[src/rtl/fp_pkg.sv]
// Shared floating-point constants, class encoding and helper functions for the
// pipelined arithmetic blocks.
package fp_pkg;

    localparam int EXP_W_DEF = 8;
    localparam int MAN_W_DEF = 7;

    localparam logic RND_RNE = 1'b0;
    localparam logic RND_RTZ = 1'b1;

    typedef enum logic [1:0] {
        CLS_ZERO = 2'd0,
        CLS_NORM = 2'd1,
        CLS_INF  = 2'd2,
        CLS_NAN  = 2'd3
    } fp_class_e;

    function automatic int fp_bias(input int exp_w);
        return (1 << (exp_w - 1)) - 1;
    endfunction

    function automatic int fp_emax(input int exp_w);
        return (1 << exp_w) - 1;
    endfunction

    // Word-wide constants are built 64 bits wide; callers keep the low W bits.
    function automatic logic [63:0] fp_qnan(input int exp_w, input int man_w);
        logic [63:0] r;
        r = '0;
        for (int i = 0; i < exp_w; i++) begin
            r[man_w + i] = 1'b1;
        end
        r[man_w - 1] = 1'b1;
        return r;
    endfunction

    function automatic logic [63:0] fp_max_finite(input int exp_w, input int man_w);
        logic [63:0] r;
        r = '0;
        for (int i = 0; i < exp_w + man_w; i++) begin
            r[i] = 1'b1;
        end
        r[man_w] = 1'b0;
        return r;
    endfunction

endpackage

[src/rtl/fp_mul_pipe_if.sv]
// Operand/result handshake bundle for the pipelined multiplier; master drives
// operands and result-ready, slave is the multiplier.
interface fp_mul_pipe_if
    import fp_pkg::*;
#(
    parameter int EXP_W = EXP_W_DEF,
    parameter int MAN_W = MAN_W_DEF
) ();
    localparam int W = 1 + EXP_W + MAN_W;

    logic         in_valid;
    logic         in_ready;
    logic [W-1:0] a;
    logic [W-1:0] b;
    logic         rnd_mode;
    logic         out_valid;
    logic         out_ready;
    logic [W-1:0] p;
    logic         flag_inv;
    logic         flag_ovf;
    logic         flag_unf;

    modport master (
        output in_valid, a, b, rnd_mode, out_ready,
        input  in_ready, out_valid, p, flag_inv, flag_ovf, flag_unf
    );

    modport slave (
        input  in_valid, a, b, rnd_mode, out_ready,
        output in_ready, out_valid, p, flag_inv, flag_ovf, flag_unf
    );

endinterface

[src/rtl/fp_round_pack.sv]
// Combinational normalise/round/pack of a raw mantissa product and biased
// exponent into a finite result, with overflow saturation and flush-to-zero.
module fp_round_pack
    import fp_pkg::*;
#(
    parameter int EXP_W = EXP_W_DEF,
    parameter int MAN_W = MAN_W_DEF
) (
    input  logic                     sign_i,
    input  logic signed [EXP_W+1:0]  exp_i,
    input  logic [2*MAN_W+1:0]       prod_i,
    input  logic                     rnd_mode_i,
    output logic [EXP_W+MAN_W:0]     res_o,
    output logic                     ovf_o,
    output logic                     unf_o
);
    localparam int W  = 1 + EXP_W + MAN_W;
    localparam int EW = EXP_W + 2;
    localparam int PW = 2 * MAN_W + 2;
    localparam logic signed [EW-1:0] EMAX_S = EW'(fp_emax(EXP_W));
    localparam logic signed [EW-1:0] EZERO_S = '0;
    localparam logic [63:0] MAXF_WIDE = fp_max_finite(EXP_W, MAN_W);
    localparam logic [W-1:0] MAXF = MAXF_WIDE[W-1:0];

    logic [PW-2:0]          norm;
    logic [MAN_W-1:0]       kept;
    logic                   guard;
    logic                   sticky;
    logic                   round_up;
    logic [MAN_W:0]         kept_rnd;
    logic signed [EW-1:0]   exp_n;
    logic signed [EW-1:0]   exp_r;

    always_comb begin
        // Leading one is dropped: either the product MSB or, after a 1-bit shift, the next bit.
        norm     = prod_i[PW-1] ? prod_i[PW-2:0] : {prod_i[PW-3:0], 1'b0};
        exp_n    = exp_i + $signed({{(EW-1){1'b0}}, prod_i[PW-1]});
        kept     = norm[2*MAN_W:MAN_W+1];
        guard    = norm[MAN_W];
        sticky   = |norm[MAN_W-1:0];
        round_up = (rnd_mode_i == RND_RNE) & guard & (sticky | kept[0]);
        kept_rnd = {1'b0, kept} + {{MAN_W{1'b0}}, round_up};
        exp_r    = exp_n + $signed({{(EW-1){1'b0}}, kept_rnd[MAN_W]});

        ovf_o = 1'b0;
        unf_o = 1'b0;
        res_o = {sign_i, exp_r[EXP_W-1:0], kept_rnd[MAN_W-1:0]};
        if (exp_r >= EMAX_S) begin
            ovf_o = 1'b1;
            if (rnd_mode_i == RND_RNE) begin
                res_o = {sign_i, {EXP_W{1'b1}}, {MAN_W{1'b0}}};
            end else begin
                res_o = {sign_i, MAXF[W-2:0]};
            end
        end else if (exp_r <= EZERO_S) begin
            unf_o = 1'b1;
            res_o = {sign_i, {(W-1){1'b0}}};
        end
    end

endmodule

[src/rtl/fp_mul_pipe.sv]
// Pipelined floating-point multiplier: registered operands, decode, mantissa
// product and normalise/round/pack, all advancing together under one stall.
module fp_mul_pipe
    import fp_pkg::*;
#(
    parameter int EXP_W = EXP_W_DEF,
    parameter int MAN_W = MAN_W_DEF
) (
    input  logic         clk,
    input  logic         rst,
    fp_mul_pipe_if.slave bus
);
    localparam int W  = 1 + EXP_W + MAN_W;
    localparam int EW = EXP_W + 2;
    localparam int PW = 2 * MAN_W + 2;
    localparam logic signed [EW-1:0] BIAS_S = EW'(fp_bias(EXP_W));
    localparam logic [63:0] QNAN_WIDE = fp_qnan(EXP_W, MAN_W);
    localparam logic [W-1:0] QNAN = QNAN_WIDE[W-1:0];

    logic en;

    logic         v0_q;
    logic [W-1:0] a0_q;
    logic [W-1:0] b0_q;
    logic         rnd0_q;

    logic                 v1_q;
    logic                 sign1_q;
    logic                 rnd1_q;
    logic signed [EW-1:0] esum1_q;
    logic [MAN_W:0]       ma1_q;
    logic [MAN_W:0]       mb1_q;
    fp_class_e            cls_a1_q;
    fp_class_e            cls_b1_q;

    logic                 v2_q;
    logic                 sign2_q;
    logic                 rnd2_q;
    logic signed [EW-1:0] esum2_q;
    logic [PW-1:0]        pr2_q;
    fp_class_e            cls_a2_q;
    fp_class_e            cls_b2_q;

    logic         out_valid_q;
    logic [W-1:0] p_q;
    logic         inv_q;
    logic         ovf_q;
    logic         unf_q;

    logic                 sign1_d;
    logic signed [EW-1:0] esum1_d;
    logic [PW-1:0]        pr2_d;
    logic [W-1:0]         p3_d;
    logic                 inv3_d;
    logic                 ovf3_d;
    logic                 unf3_d;

    logic [W-1:0] rp_res;
    logic         rp_ovf;
    logic         rp_unf;

    logic [1:0][W-1:0] opnd;

    // A result can only leave when the consumer takes it, so the whole pipe stalls together.
    assign en           = bus.out_ready | ~out_valid_q;
    assign bus.in_ready = en;

    assign opnd = {b0_q, a0_q};

    for (genvar gi = 0; gi < 2; gi++) begin : g_dec
        logic [EXP_W-1:0] e_fld;
        logic [MAN_W-1:0] m_fld;
        logic [MAN_W:0]   man;
        fp_class_e        cls;

        assign e_fld = opnd[gi][W-2:MAN_W];
        assign m_fld = opnd[gi][MAN_W-1:0];

        // Zero exponent covers subnormals too: they are treated as zero.
        always_comb begin
            cls = CLS_NORM;
            if (e_fld == '0) begin
                cls = CLS_ZERO;
            end else if (e_fld == '1) begin
                cls = (m_fld == '0) ? CLS_INF : CLS_NAN;
            end
        end

        assign man = {cls == CLS_NORM, m_fld};
    end

    assign sign1_d = a0_q[W-1] ^ b0_q[W-1];
    assign esum1_d = $signed({2'b00, g_dec[0].e_fld}) + $signed({2'b00, g_dec[1].e_fld}) - BIAS_S;

    assign pr2_d = {{(MAN_W+1){1'b0}}, ma1_q} * {{(MAN_W+1){1'b0}}, mb1_q};

    fp_round_pack #(
        .EXP_W (EXP_W),
        .MAN_W (MAN_W)
    ) u_round_pack (
        .sign_i     (sign2_q),
        .exp_i      (esum2_q),
        .prod_i     (pr2_q),
        .rnd_mode_i (rnd2_q),
        .res_o      (rp_res),
        .ovf_o      (rp_ovf),
        .unf_o      (rp_unf)
    );

    always_comb begin
        p3_d   = rp_res;
        inv3_d = 1'b0;
        ovf3_d = rp_ovf;
        unf3_d = rp_unf;
        if ((cls_a2_q == CLS_NAN) || (cls_b2_q == CLS_NAN) ||
            ((cls_a2_q == CLS_INF) && (cls_b2_q == CLS_ZERO)) ||
            ((cls_a2_q == CLS_ZERO) && (cls_b2_q == CLS_INF))) begin
            p3_d   = QNAN;
            inv3_d = 1'b1;
            ovf3_d = 1'b0;
            unf3_d = 1'b0;
        end else if ((cls_a2_q == CLS_INF) || (cls_b2_q == CLS_INF)) begin
            p3_d   = {sign2_q, {EXP_W{1'b1}}, {MAN_W{1'b0}}};
            ovf3_d = 1'b0;
            unf3_d = 1'b0;
        end else if ((cls_a2_q == CLS_ZERO) || (cls_b2_q == CLS_ZERO)) begin
            p3_d   = {sign2_q, {(W-1){1'b0}}};
            ovf3_d = 1'b0;
            unf3_d = 1'b0;
        end
    end

    always_ff @(posedge clk) begin
        if (rst) begin
            v0_q        <= 1'b0;
            a0_q        <= '0;
            b0_q        <= '0;
            rnd0_q      <= 1'b0;
            v1_q        <= 1'b0;
            sign1_q     <= 1'b0;
            rnd1_q      <= 1'b0;
            esum1_q     <= '0;
            ma1_q       <= '0;
            mb1_q       <= '0;
            cls_a1_q    <= CLS_ZERO;
            cls_b1_q    <= CLS_ZERO;
            v2_q        <= 1'b0;
            sign2_q     <= 1'b0;
            rnd2_q      <= 1'b0;
            esum2_q     <= '0;
            pr2_q       <= '0;
            cls_a2_q    <= CLS_ZERO;
            cls_b2_q    <= CLS_ZERO;
            out_valid_q <= 1'b0;
            p_q         <= '0;
            inv_q       <= 1'b0;
            ovf_q       <= 1'b0;
            unf_q       <= 1'b0;
        end else if (en) begin
            v0_q        <= bus.in_valid;
            a0_q        <= bus.a;
            b0_q        <= bus.b;
            rnd0_q      <= bus.rnd_mode;

            v1_q        <= v0_q;
            sign1_q     <= sign1_d;
            rnd1_q      <= rnd0_q;
            esum1_q     <= esum1_d;
            ma1_q       <= g_dec[0].man;
            mb1_q       <= g_dec[1].man;
            cls_a1_q    <= g_dec[0].cls;
            cls_b1_q    <= g_dec[1].cls;

            v2_q        <= v1_q;
            sign2_q     <= sign1_q;
            rnd2_q      <= rnd1_q;
            esum2_q     <= esum1_q;
            pr2_q       <= pr2_d;
            cls_a2_q    <= cls_a1_q;
            cls_b2_q    <= cls_b1_q;

            out_valid_q <= v2_q;
            p_q         <= p3_d;
            inv_q       <= inv3_d;
            ovf_q       <= ovf3_d;
            unf_q       <= unf3_d;
        end
    end

    assign bus.out_valid = out_valid_q;
    assign bus.p         = p_q;
    assign bus.flag_inv  = inv_q;
    assign bus.flag_ovf  = ovf_q;
    assign bus.flag_unf  = unf_q;

endmodule

[src/flat_wrapper.sv]
// flat-port wrapper written by rule: the top's interface ports become plain ports
module fp_mul_pipe_flat import fp_pkg::*;
#(
    parameter int EXP_W = EXP_W_DEF,
    parameter int MAN_W = MAN_W_DEF
)
  (clk, rst, bus_in_valid, bus_a, bus_b, bus_rnd_mode, bus_out_ready, bus_in_ready, bus_out_valid, bus_p, bus_flag_inv, bus_flag_ovf, bus_flag_unf);
  fp_mul_pipe_if #(.EXP_W(EXP_W), .MAN_W(MAN_W)) bus_i ();
  input  logic clk;
  input  logic rst;
  input wire logic [$bits(bus_i.in_valid)-1:0] bus_in_valid;
  input wire logic [$bits(bus_i.a)-1:0] bus_a;
  input wire logic [$bits(bus_i.b)-1:0] bus_b;
  input wire logic [$bits(bus_i.rnd_mode)-1:0] bus_rnd_mode;
  input wire logic [$bits(bus_i.out_ready)-1:0] bus_out_ready;
  output wire logic [$bits(bus_i.in_ready)-1:0] bus_in_ready;
  output wire logic [$bits(bus_i.out_valid)-1:0] bus_out_valid;
  output wire logic [$bits(bus_i.p)-1:0] bus_p;
  output wire logic [$bits(bus_i.flag_inv)-1:0] bus_flag_inv;
  output wire logic [$bits(bus_i.flag_ovf)-1:0] bus_flag_ovf;
  output wire logic [$bits(bus_i.flag_unf)-1:0] bus_flag_unf;
  assign bus_i.in_valid = bus_in_valid;
  assign bus_i.a = bus_a;
  assign bus_i.b = bus_b;
  assign bus_i.rnd_mode = bus_rnd_mode;
  assign bus_i.out_ready = bus_out_ready;
  assign bus_in_ready = bus_i.in_ready;
  assign bus_out_valid = bus_i.out_valid;
  assign bus_p = bus_i.p;
  assign bus_flag_inv = bus_i.flag_inv;
  assign bus_flag_ovf = bus_i.flag_ovf;
  assign bus_flag_unf = bus_i.flag_unf;
  fp_mul_pipe #(.EXP_W(EXP_W), .MAN_W(MAN_W)) u_core (.clk(clk), .rst(rst), .bus(bus_i));
endmodule
[config.mk]
export PLATFORM = sky130hd
export DESIGN_NAME = fp_mul_pipe_flat
export DESIGN_NICKNAME = d
export VERILOG_FILES = /design/src/rtl/fp_pkg.sv /design/src/rtl/fp_mul_pipe_if.sv /design/src/rtl/fp_round_pack.sv /design/src/rtl/fp_mul_pipe.sv /design/src/flat_wrapper.sv
export SDC_FILE = /design/constraint.sdc
export NUM_CORES = 1
export LEC_CHECK = 0
export BUFFER_PORTS_ARGS = -buffer_cell sky130_fd_sc_hd__buf_2
export CAP_MARGIN = 20
export CELL_PAD_IN_SITES_DETAIL_PLACEMENT = 0
export CELL_PAD_IN_SITES_GLOBAL_PLACEMENT = 1
export CORE_MARGIN = 1.5
export CORE_UTILIZATION = 35
export DETAILED_ROUTE_END_ITERATION = 8
export GPL_ROUTABILITY_DRIVEN = 0
export PLACE_DENSITY = 0.7
export SYNTH_ARGS = -nofsm -noshare
export SYNTH_HDL_FRONTEND = slang
export SYNTH_SLANG_ARGS = --single-unit
[constraint.sdc]
create_clock -name clk -period 4.3 [get_ports clk]
set_clock_uncertainty 0.1 [all_clocks]
set_input_delay 0.215 -clock clk [delete_from_list [all_inputs] [get_ports clk]]
set_output_delay 0.215 -clock clk [all_outputs]
set_load 0.03 [all_outputs]
==> impl_results.html <==
<table>
<tr><th>Metric</th><th>Value</th></tr>
<tr><th colspan="2">Yosys</th></tr>
<tr><td>Part of the Yosys area used for sequential elements</td><td>31.7%</td></tr>
<tr><td>Synth Cell Area</td><td>7590 um2</td></tr>
<tr><td>Syn nets</td><td>1076</td></tr>
<tr><td>Area fraction of the dominant cell type after synthesis</td><td>31.7%</td></tr>
<tr><td>Yosys warnings</td><td>0</td></tr>
<tr><td>Mapped Avg Cell Area</td><td>7.96 um2</td></tr>
<tr><td>Number of distinct standard cells referenced by the synthesized netlist</td><td>66</td></tr>
<tr><td>Leading cell types by total area after synthesis</td><td>dfxtp_1 32%, nand2_1 11%, fa_1 10%</td></tr>
<tr><td>Cell with the most instances after synthesis</td><td>nand2_1</td></tr>
<tr><td>Seq cells post-synth</td><td>120</td></tr>
<tr><td>Cell type with the largest total area after synthesis</td><td>dfxtp_1</td></tr>
<tr><td>Synthesized instance count</td><td>954</td></tr>
<tr><td>Number of enable-type register cells in the synthesized netlist</td><td>0</td></tr>
<tr><td>Leading post-synthesis cells by instance count</td><td>220 x nand2_1, 120 x dfxtp_1, 107 x a21oi_1</td></tr>
<tr><td>Primary FF master, synth</td><td>dfxtp_1</td></tr>
<tr><td>Share of synthesized flip-flops with an asynchronous set or reset</td><td>0%</td></tr>
<tr><th colspan="2">Route</th></tr>
<tr><td>Drt total wl</td><td>18.4 mm</td></tr>
<tr><td>Remaining design rule violation count</td><td>0</td></tr>
<tr><td>Number of DRC markers after the initial detailed-route iteration</td><td>305</td></tr>
<tr><td>Number of nets still failing antenna checks after routing</td><td>0</td></tr>
<tr><td>Routed wirelength normalized by instance count</td><td>13.9 um</td></tr>
<tr><td>Vias/cell</td><td>4.95</td></tr>
<tr><td>Total vias in the final route</td><td>6549</td></tr>
<tr><td>First drt pass iteration count</td><td>5</td></tr>
<tr><th colspan="2">Worst setup path</th></tr>
<tr><td>Critical-path cell with the highest stage delay</td><td>fa_1</td></tr>
<tr><td>Depth of the worst register-to-register path</td><td>15</td></tr>
<tr><td>Reg-to-reg critical path endpoint</td><td>u_core.pr2_q[14]</td></tr>
<tr><td>Req. time, crit path</td><td>4.48 ns</td></tr>
<tr><td>CP dominant cell by count</td><td>fa_1</td></tr>
<tr><td>Termination of the worst setup path</td><td>u_core.pr2_q[14]</td></tr>
<tr><td>Source of the critical timing path</td><td>u_core.mb1_q[3]</td></tr>
<tr><td>Worst setup path class</td><td>register to register</td></tr>
<tr><td>Launch instance of the worst register-to-register path</td><td>u_core.mb1_q[3]</td></tr>
<tr><td>Max stage delay on crit path</td><td>0.57 ns</td></tr>
<tr><td>CP cell instances</td><td>buf_4, nand2_1, fa_1, fa_1, fa_1, fa_1, inv_1, ha_4, o21a_1, o21ai_1, nand2b_1, nand4_1, a21oi_2, mux2i_1, o31ai_1</td></tr>
<tr><td>Critical-path maximum fanout</td><td>5</td></tr>
<tr><td>Reg2reg setup slack</td><td>0.21 ns</td></tr>
<tr><td>Critical Path Sink Type</td><td>register</td></tr>
<tr><td>Data arrival time at the worst-slack endpoint</td><td>4.28 ns</td></tr>
<tr><td>Setup crit start kind</td><td>register</td></tr>
<tr><th colspan="2">GRT</th></tr>
<tr><td>GRT Residual Overflow</td><td>0</td></tr>
<tr><td>Initial antenna violation count</td><td>0</td></tr>
<tr><td>Aggregate global-route resource usage</td><td>17.6%</td></tr>
<tr><td>Vias in the first global route</td><td>6502</td></tr>
<tr><td>Largest net degree at the start of global routing</td><td>60</td></tr>
<tr><td>Global-route wire length before repair</td><td>31.5 mm</td></tr>
<tr><th colspan="2">Clock tree</th></tr>
<tr><td>CTS buffer count</td><td>17</td></tr>
<tr><td>Clk_lat worst skew</td><td>0.42 ns</td></tr>
<tr><td>TritonCTS clock tree</td><td>built</td></tr>
<tr><td>Maximum level of the CTS H-tree</td><td>4</td></tr>
<tr><td>Clk sinks</td><td>120</td></tr>
<tr><td>Clock transition at the register clock pins on the worst setup and hold paths after CTS</td><td>0.06 ns</td></tr>
<tr><td>Clock Tree Buf Depth</td><td>2</td></tr>
<tr><td>CTS root buf</td><td>clkbuf_16</td></tr>
<tr><th colspan="2">Min path</th></tr>
<tr><td>Hold Crit Class</td><td>input port to register</td></tr>
<tr><th colspan="2">Pwr</th></tr>
<tr><td>VDD IR max</td><td>0.000267 V</td></tr>
<tr><td>Pwr Total</td><td>0.00300 W</td></tr>
<tr><td>Leakage dissipation</td><td>4.01 nW</td></tr>
<tr><td>Pwr/cell area</td><td>324 nW/um2</td></tr>
<tr><th colspan="2">Layout</th></tr>
<tr><td>Layout cell share with drive strength beyond 1</td><td>15.4%</td></tr>
<tr><td>Diodes inserted</td><td>0</td></tr>
<tr><td>Core Util, Final</td><td>43.8%</td></tr>
<tr><td>Fin cells</td><td>1324</td></tr>
<tr><td>Synthesis-to-layout area growth</td><td>22.2%</td></tr>
<tr><td>Count of filler cells inserted in the layout</td><td>2134</td></tr>
<tr><td>Number of nets at the end of the flow</td><td>1159</td></tr>
<tr><th colspan="2">Placed design</th></tr>
<tr><td>HPWL reported at the end of detailed placement</td><td>13.1 mm</td></tr>
<tr><td>Count of input and output buffers</td><td>57</td></tr>
<tr><td>Total instance count after detailed placement</td><td>1255</td></tr>
<tr><th colspan="2">Status</th></tr>
<tr><td>Run status</td><td>finished clean</td></tr>
<tr><th colspan="2">Run</th></tr>
<tr><td>Maximum Capacitance Violations</td><td>0</td></tr>
<tr><th colspan="2">Timing</th></tr>
<tr><td>Final count of negative-setup-slack endpoints</td><td>0</td></tr>
<tr><td>Fin. max-slew vios</td><td>0</td></tr>
<tr><td>Worst slew margin relative to its limit</td><td>57.6%</td></tr>
<tr><td>Number of hold violations in the final report</td><td>0</td></tr>
<tr><td>Final cycle utilization of the critical path</td><td>95.2%</td></tr>
<tr><td>Worst Max-Slew Pin Slew</td><td>0.637 ns</td></tr>
<tr><td>Post-Route Setup TNS</td><td>0 ns</td></tr>
<tr><td>Min Clock Period, post-route</td><td>4.09 ns</td></tr>
<tr><td>Post-route worst hold slack</td><td>0.0264 ns</td></tr>
<tr><td>FMAX</td><td>0.244 GHz</td></tr>
<tr><th colspan="2">Floorplanning</th></tr>
<tr><td>Vertical die dimension</td><td>150 um</td></tr>
<tr><td>Total I/O pin count</td><td>58</td></tr>
<tr><td>Die Area</td><td>22600 um2</td></tr>
<tr><td>Cell row count</td><td>53</td></tr>
<tr><td>Die boundary width</td><td>150 um</td></tr>
<tr><td>Total core area</td><td>21200 um2</td></tr>
<tr><td>Effective utilization at floorplan</td><td>35.9%</td></tr>
</table>
[area by class of cell]
class | instances | area (um2) | share of cell area, %
Clock buffer | 17 | 425 | 4.59
Timing Repair Buffer | 122 | 872 | 9.40
Multi-Input combinational cell | 710 | 4820 | 51.9
Tap cell | 275 | 344 | 3.71
Clock inverter | 14 | 149 | 1.61
Sequential cell | 120 | 2420 | 26.1
Inverter | 66 | 249 | 2.68
[flip-flops by register name, indices dropped and copies added, names as in the netlist, 2 cells and up]
name             count
u_core.cls_b1_q      2
u_core.ma1_q         8
u_core.esum2_q      10
u_core.bus.p        16
u_core.mb1_q         8
u_core.cls_b2_q      2
u_core.a0_q         16
u_core.esum1_q      10
u_core.cls_a1_q      2
u_core.b0_q         16
u_core.pr2_q        16
u_core.cls_a2_q      2
[cell families after synthesis]
group	after synthesis	synth area share (%)
muxes	9	1.19
and+or+nand+nor	383	23.4
xor gates and xnor gates	33	3.91
DFF	120	31.7
AOI/OAI and AO/OA	200	15.8
buffers and inverters	124	6.35
adders and majority gates	85	17.8
[layer usage]
metal / track usage, % / vias up / part of all wire, %
met5: 0 / - / 0
met2: 29.4 / 79 / 48
li1: - / 3378 / -
met3: 3.33 / 14 / 2.6
met1: 23.1 / 3078 / 48
met4: 4.66 / 0 / 0.95
[cell usage in the layout (no fill, tap or decap), types with 7 or more instances in the layout]
cell / instances
nand2_1: 217
nor3_1: 12
mux2i_1: 9
clkbuf_16: 17
inv_1: 61
dfxtp_2: 8
nor2_1: 35
nor4_1: 7
ha_1: 44
xor2_1: 12
buf_4: 29
and3_1: 13
o21ai_1: 12
buf_2: 56
fa_1: 37
o21ai_0: 22
nand3_1: 16
and2_1: 37
dlygate4sd3_1: 34
xnor2_1: 19
nand4_1: 11
a21oi_1: 104
dfxtp_1: 110
a211oi_1: 15
[critical path, delay by kind of cell (launching register included)]
kind | cells | cell delay [ns]
simple gates | 3 | 0.33
mux | 1 | 0.20
buf+inv | 2 | 0.18
flops | 1 | 0.37
compound gates | 4 | 0.45
fa+ha+maj | 5 | 2.31
[power by group]
part | switching (W) | internal (W)
logic | 0.000195 | 0.000172
registers | 0.0000595 | 0.00117
clock network | 0.000553 | 0.000851
total | 0.000808 | 0.00219
[per-stage QoR]
stage,instance area [um2],setup slack [ns]
after global routing,9280,-0.0578
after global placement,8200,-0.0833
after floorplan,7600,0.00325
after detailed placement,8200,-0.213
after CTS,9150,0.00122
final,9280,0.206
[worst min-delay path by stage]
stage | from | to | slack, ns | cells after the start
after floorplan | bus_a[0] | u_core.a0_q[0] | 0.26 | 2
after global placement | u_core.pr2_q[1] | u_core.pr2_q[1] | 0.34 | 2
after detailed placement | u_core.bus.p[4] | u_core.bus.p[4] | 0.34 | 2
after CTS | bus_out_ready | u_core.esum2_q[7] | 0.01 | 4
after global routing | bus_out_ready | u_core.esum2_q[7] | 0.04 | 4
final | bus_out_ready | u_core.esum2_q[7] | 0.03 | 4
[timing repair]
action	4_1_cts	5_1_grt
setup endpoints to repair	3	8
pin swaps	0	21
gates resized for setup	9	31
hold buffers	34	0
hold endpoints to repair	34	0
gates cloned	0	0
buffers inserted	0	4
Note: power is estimated with default switching activity, not from simulation.
